==> src/rtl/dcache_controller.sv <==
// dcache_controller: direct-mapped 16x32B write-back, write-allocate data cache controller
module dcache_controller (
    input  logic         clk_i,
    input  logic         rst_i,
    input  logic         cpu_req_i,
    input  logic         cpu_write_i,
    input  logic [31:0]  cpu_addr_i,
    input  logic [31:0]  cpu_data_i,
    output logic [31:0]  cpu_data_o,
    output logic         cpu_stall_o,
    output logic         mem_req_o,
    output logic         mem_write_o,
    output logic [31:0]  mem_addr_o,
    output logic [255:0] mem_data_o,
    input  logic [255:0] mem_data_i,
    input  logic         mem_ack_i
);
    typedef enum logic [1:0] {IDLE, WRITEBACK, ALLOCATE} state_t;
    state_t r_state, w_next;
    logic [15:0]  r_valid, r_dirty;
    logic [22:0]  r_tag [16];
    logic [255:0] r_data [16];
    logic [22:0]  w_tag;
    logic [3:0]   w_idx;
    logic [7:0]   w_bit;
    logic [255:0] w_line, w_merged;
    logic [31:0]  w_rword;
    logic         w_hit, w_wr_hit, w_fill;
    assign w_tag    = cpu_addr_i[31:9];
    assign w_idx    = cpu_addr_i[8:5];
    assign w_bit    = {cpu_addr_i[4:2], 5'b0};
    assign w_line   = r_data[w_idx];
    assign w_rword  = w_line[w_bit +: 32];
    assign w_hit    = cpu_req_i & r_valid[w_idx] & (r_tag[w_idx] == w_tag);
    assign w_wr_hit = (r_state == IDLE) & w_hit & cpu_write_i;
    assign w_fill   = (r_state == ALLOCATE) & mem_ack_i;
    // line image with the store word spliced in
    always_comb begin
        w_merged = w_line;
        w_merged[w_bit +: 32] = cpu_data_i;
    end
    // state register; reset aborts any memory transaction immediately
    always_ff @(posedge clk_i or negedge rst_i) begin
        if (!rst_i) r_state <= IDLE;
        else        r_state <= w_next;
    end
    // next state and all outputs
    always_comb begin
        w_next      = r_state;
        cpu_stall_o = 1'b1;
        cpu_data_o  = '0;
        mem_req_o   = 1'b0;
        mem_write_o = 1'b0;
        mem_addr_o  = '0;
        mem_data_o  = '0;
        case (r_state)
            IDLE: begin
                cpu_stall_o = cpu_req_i & ~w_hit;
                cpu_data_o  = (w_hit & ~cpu_write_i) ? w_rword : '0;
                if (cpu_req_i & ~w_hit)
                    w_next = (r_valid[w_idx] & r_dirty[w_idx]) ? WRITEBACK : ALLOCATE;
            end
            WRITEBACK: begin
                mem_req_o   = 1'b1;
                mem_write_o = 1'b1;
                mem_addr_o  = {r_tag[w_idx], w_idx, 5'b0};
                mem_data_o  = w_line;
                if (mem_ack_i) w_next = ALLOCATE;
            end
            ALLOCATE: begin
                mem_req_o  = 1'b1;
                mem_addr_o = {w_tag, w_idx, 5'b0};
                if (mem_ack_i) w_next = IDLE;
            end
            default: w_next = IDLE;
        endcase
    end
    // valid/dirty bits, cleared by reset
    always_ff @(posedge clk_i or negedge rst_i) begin
        if (!rst_i) begin
            r_valid <= '0;
            r_dirty <= '0;
        end else if (w_fill) begin
            r_valid[w_idx] <= 1'b1;
            r_dirty[w_idx] <= 1'b0;
        end else if (w_wr_hit) begin
            r_dirty[w_idx] <= 1'b1;
        end
    end
    // tag and data arrays: refill on ack, word write on store hit
    always_ff @(posedge clk_i) begin
        if (w_fill) begin
            r_tag[w_idx]  <= w_tag;
            r_data[w_idx] <= mem_data_i;
        end else if (w_wr_hit) begin
            r_data[w_idx] <= w_merged;
        end
    end
endmodule

==> config.mk <==
export PLATFORM = sky130hd
export DESIGN_NAME = dcache_controller
export DESIGN_NICKNAME = d
export VERILOG_FILES = /design/src/rtl/dcache_controller.sv
export SDC_FILE = /design/constraint.sdc
export NUM_CORES = 2
export LEC_CHECK = 0
export CORE_UTILIZATION = 28
export CTS_BUF_LIST = sky130_fd_sc_hd__clkbuf_8
export DETAILED_ROUTE_END_ITERATION = 16
export HOLD_SLACK_MARGIN = 0.12
export SLEW_MARGIN = 20
export SYNTH_ARGS = -nofsm -noshare
export SYNTH_HDL_FRONTEND = slang
export SYNTH_MEMORY_MAX_BITS = 65536
export SYNTH_SLANG_ARGS = --single-unit
==> constraint.sdc <==
create_clock -name clk_i -period 23.9 [get_ports clk_i]
set_input_delay 4.78 -clock clk_i [delete_from_list [all_inputs] [get_ports clk_i]]
set_output_delay 4.78 -clock clk_i [all_outputs]
set_load 0.1 [all_outputs]
==> Yosys cells after proc, flatten, opt, wreduce, memory -nomap -nowiden <==
Memories as Yosys holds them, arrays and structs flattened.
Cells that the tools add are included.
{ "totals": {"regBits": 34, "ram_bits": 4464, "word_cells": 64, "n_memories": 2} }
{ "op_classes": {"n_addsub": 1, "order_cmp": 2, "eq_ne": 6, "shift": 3, "muxes": 27, "bitwise": 15, "n_reduce_logical": 5} }
{ "mem_list": {"columns": ["name", "depth", "word_bits", "rd", "rd_clocked_by_memory_dff", "write_ports", "line_no", "source"], "rows": [
  ["r_data", 16, 256, 1, 0, 1, "22", "logic [255:0] r_data [16];"],
  ["r_tag", 16, 23, 1, 0, 1, "21", "logic [22:0] r_tag [16];"]
]} }
{ "ops": {"columns": ["cell", "n"], "rows": [
  ["two-way mux 256 bit", 2],
  ["bitwise mux 256 bit", 1],
  ["variable shift 32 x 10 -> 256 bit, first input constant", 1],
  ["variable part select 256 x 9 -> 32 bit", 1],
  ["variable part select 32 x 10 -> 256 bit", 1],
  ["two-way mux 32 bit", 2],
  ["case mux 32 bit (2 select lines)", 1],
  ["two-way mux 16 bit", 2],
  ["bitwise OR 16 bit", 2],
  ["== test 23 bit", 1],
  ["AND 16 bit", 1],
  ["inverter 16 bit", 1],
  ["two-way mux 1 bit", 11],
  ["negator 8 -> 10 bit", 1],
  ["AND 1 bit", 8],
  ["binary-select mux 1 bit (select 4 bit)", 2],
  ["two-way mux 2 bit", 4],
  ["case mux 2 bit (3 select lines)", 1],
  ["< comparator 4 x 5 -> 1 bit, second input constant", 1],
  ["demux 1 bit (select 4 bit)", 1],
  [">= comparator 4 x 1 -> 1 bit, second input constant", 1],
  ["inequality test 2 bit, second input constant", 2],
  ["AND reduction 3 bit", 1],
  ["== test 2 x 1 -> 1 bit, second input constant", 1],
  ["other kinds (8)", 9]
]} }

==> Depth between registers and ports, before layout <==
{ "depth": {"depth_word": 10, "mapped_depth": 15} }

==> Worst setup path before layout <==
OpenSTA, ideal clock, no wires.
{ "synth_timing": {"path_type": "input port to flip-flop", "from": "input cpu_addr_i[6]", "to": "memory r_data[10][0], enable pin", "setup_ns": 0.959, "arrival_ns": 19.784, "path_slack_ns": 3.157, "cell_stages": 12, "path_cell_list": "buf_2 clkbuf_1 buf_2 mux4_2 mux2i_1 xor2_1 a21oi_1 a2111o_1 nor4b_1 nand4b_1 clkbuf_1 a21oi_1"} }
{ "synth_via": {"elab_chain_len": 10} }
{ "synth_rtl": {"columns": ["element", "line_no", "source"], "rows": [
  ["from (decl)", "7", "input logic [31:0] cpu_addr_i,"],
  ["branches (longest 10 deep; another with memory read (16 x 23 bit))", null, null],
  ["to (decl)", "22", null]
]} }
Parallel ways; which one is timed is not known. The select of a mux whose other input is x is not followed.

==> Final worst setup path <==
{ "layout_timing": {"from": "input cpu_addr_i[5]", "to": "output cpu_data_o[11]"} }
{ "layout_via": {"elab_chain_len": 7} }
{ "layout_rtl": {"columns": ["element", "line_no", "source"], "rows": [
  ["branches (longest 5 deep; another with memory read (16 x 256 bit))", null, null],
  ["two-way mux 32 bit *", "59", "cpu_data_o = (w_hit & ~cpu_write_i) ? w_rword : '0;"],
  ["two-way mux 32 bit *", "56", "case (r_state)"],
  ["to (decl)", "9", "output logic [31:0] cpu_data_o,"]
]} }
Mark *: on every way between the ends. The select of a mux whose other input is x is not followed.

==> summary.txt <==
Status
  – Status: finished clean

Power and ir drop
  – Reported net switching power: about 5.0 mW
  – Combinational power share: 0.133
  – Pwr dens: just over 80 nW/µm²
  – Clock Power Share: 0.357
  – Leak pwr: about 66 nW
  – Sw frac: 0.284
  – Seq pwr share: 0.509
  – Int Pwr: between 10 and 15 mW
  – Peak VDD IR: ~0.056 mV

Die
  – Chip width: 805 µm
  – Die height: 805 µm
  – Core area: roughly 640000 µm²
  – Initial core utilization: 0.281
  – Boundary Pins: 648
  – Die area: 648000 µm²
  – Num rows: 294

Timing
  – Final setup fails: 0
  – Sum Neg Setup Slack: 0 ps
  – Slew Limit Fails: 0
  – RSZ-0062 raised after global routing: no
  – Final min period: roughly 17000 ps
  – Worst-Margin Slew: 1330 ps
  – Crit share post-route: 0.723
  – Layout Skew: between 150 and 200 ps
  – Relative slew margins: 0.108
  – Endpoints failing hold: 0
  – Fmax: 57.9 MHz

Routing
  – Final WL: approximately 630 mm
  – DR vias/cell: around 5.1
  – DRC: 0
  – Routed WL per cell: between 30 and 40 µm
  – First-pass DRT Iterations: 6
  – Via count: about 96000
  – DRT iter0 DRCs: around 13000
  – Final ANT Viol Nets: 0

Clock network
  – CTS tree: yes
  – CTS H-tree lvls: 6
  – Clock sink count: ~4500
  – CTS root buf: clkbuf_8
  – Hold buffers post-CTS: 0
  – Setup bufs post-CTS: 0
  – Clock Pin Slew Worst Setup and Hold Paths: about 50 ps
  – Worst skew pair latency: ~1300 ps
  – Max Buffers Root-to-Sink: 4
  – Num CTS Buffers: slightly above 700
  – Post-CTS resize count: 0

Setup path
  – CP most frequent cell: buf_4
  – Critical path's slowest cell: clkdlybuf4s50_1
  – Path type of the worst setup path: primary input to primary output
  – Critical Path Sink: cpu_data_o[11]
  – Startpoint types: primary input
  – Reg-to-reg slack, setup: roughly 16000 ps
  – Reg2reg end: r_data[6][200]
  – CP endpoint kind: primary output
  – CP arrival: about 12000 ps
  – Crit Path Max Fanout: ~110
  – Crit path largest cell delay: 1320 ps
  – Cell chain of the critical path: buf_16 > buf_4 > buf_4 > buf_4 > buf_12 > mux4_2 > mux4_2 > nand2_1 > nand2_1 > o22ai_1 > a2111oi_2 > clkdlybuf4s50_1
  – Worst setup path startpoint: cpu_addr_i[5]
  – Critical R2R Launch: r_tag[14][16]
  – Worst r2r path cells: 13
  – Req. time, crit path: ~19000 ps

Synthesis
  – Cells after Synth: 8215
  – Primary FF master, synth: edfxtp_1
  – Synth area leaders: edfxtp_1 74%, mux4_2 17%, mux2_1 1.5%, and2_1 0.92%, nand2_1 0.92%
  – Post-synth ARST share: 0.00756
  – Post-Syn Area per Cell: about 22 µm²
  – Mapped Area: roughly 180000 µm²
  – Synth top area share: 0.742
  – Number of flops mapped to enable cells by yosys: 4464
  – Flop and latch count out of synthesis: around 4500
  – YS warnings: 0
  – Post-synth cell types: 70
  – Post-synthesis sequential area ratio: 0.747
  – Yosys top cell by area: edfxtp_1

Layout
  – Utilization after layout: 0.330
  – Commonest non-fill, non-tap cell in the layout: edfxtp_1
  – Design area: 212000 µm²
  – Most frequent cells in the layout: 4464 x edfxtp_1, 1394 x mux4_2, 725 x clkbuf_8
  – Non-Filler Instances: around 19000
  – Layout area overhead: 17.2%
  – # fillers: between 60000 and 70000
  – Share of layout cells above drive strength 1: 0.278
  – Sequential Area: 135000 µm²
  – Area occupied by multi-input gates: 43800 µm²
  – Nets: 9645

Global route
  – Gr usage total: 0.187
  – Total grt overflow: 0
  – Largest net degree at the start of global routing: approximately 130
  – Antenna violations before repair: about 150
  – Number of global-route vias before repair: 92200
  – Global-route wire length before repair: 832 mm

Flow run
  – Max-Cap Viols: 0

Hold path
  – Worst hold path class: flop to flop

Place
  – Placed wire-length estimate: between 300 and 400 mm
  – GPL Wtd Cong: a little over 0.8
  – Placed cell count: 17200
  – Count of input and output buffers: 640
  – Placed cell areas: a little under 200000 µm²
-- layout make-up --
| cell class | count | share of cell area |
|---|---|---|
| Multi-Input combinational cell | 3187 | 0.207 |
| Sequential cell | 4498 | 0.637 |
| Clock inverter | 561 | 0.0154 |
| Timing Repair Buffer | 868 | 0.0395 |
| Antenna cell | 238 | 0.00281 |
| Inverter | 39 | 0.000768 |
| Tap cell | 8584 | 0.0507 |
| Clock buffer | 725 | 0.0471 |
-- through the flow --
stage          setup WS [ps]  hold WS [ps]  total power [mW]
2_1_floorplan           3160           439              10.5
3_3_place_gp            6770           450              11.4
3_5_place_dp            6790           451              11.4
4_1_cts                 6770           466              17.5
5_1_grt                 6460           482              17.9
6_report                6630           467              17.4
-- critical path, delay by kind of cell --
family / cells / cell delay, ps
multiplexers: 2 / 650
buffers and inverters: 6 / 4680
AND/OR/NAND/NOR: 2 / 580
AO/OA/AOI/OAI: 2 / 1290
-- state kept, by name (all words and copies together) (netlist names), named ones only --
register,count
r_tag,368
r_data,4096
r_state,2
r_valid,16
-- power by group through the flow --
stage | logic, mW | clock network (mW) | registers [mW]
floorplan | 1.39 | 0 | 9.09
finish | 2.32 | 6.23 | 8.88
global route | 2.38 | 6.64 | 8.88
detailed placement | 2.33 | 0 | 9.04
CTS | 2.33 | 6.31 | 8.88
global placement | 2.32 | 0 | 9.03
-- how the worst min path moves through the flow --
stage	start	to	slack, ps	depth (start not counted)
floorplan	r_valid[0]	r_valid[0]	440	1
global placement	r_valid[8]	r_valid[8]	450	1
detailed placement	r_valid[14]	r_valid[14]	450	1
CTS	r_valid[14]	r_valid[14]	470	1
global route	r_valid[14]	r_valid[14]	480	1
finish	r_valid[6]	r_valid[6]	470	1
-- kinds of logic (layout without fill, tap and decap cells) --
group                      count (synthesis)  in the layout  share of synthesized area
DFF                                     4498           4498                      0.747
muxes                                   1816           1816                      0.200
and+or+nand+nor                          906            906                     0.0242
buffers and inverters                    534           2193                     0.0135
AOI/OAI and AO/OA                        435            435                     0.0145
xor gates and xnor gates                  17             17                   0.000824
adders and majority gates                  8              8                   0.000554
other                                      1            243                  0.0000208
-- cells in the mapped netlist, types with 36 or more instances --
library cell  number
a22oi_1           36
mux4_2          1394
a21oi_1           66
mux2_1           238
nor2_1            72
buf_2            125
edfxtp_1        4464
o21ai_0          214
clkbuf_1         298
nand2_1          441
mux2i_1           58
mux2_2           126
inv_1             36
and2_1           267
-- routing by layer --
metal | wire (µm) | GRT usage | vias up
met5 | 731 | 0.00351 | -
met4 | 25800 | 0.0780 | 47
met3 | 66400 | 0.0550 | 896
met2 | 298000 | 0.296 | 5590
met1 | 238000 | 0.240 | 52100
li1 | - | - | 37100
Power figures use the tool's default switching activity.
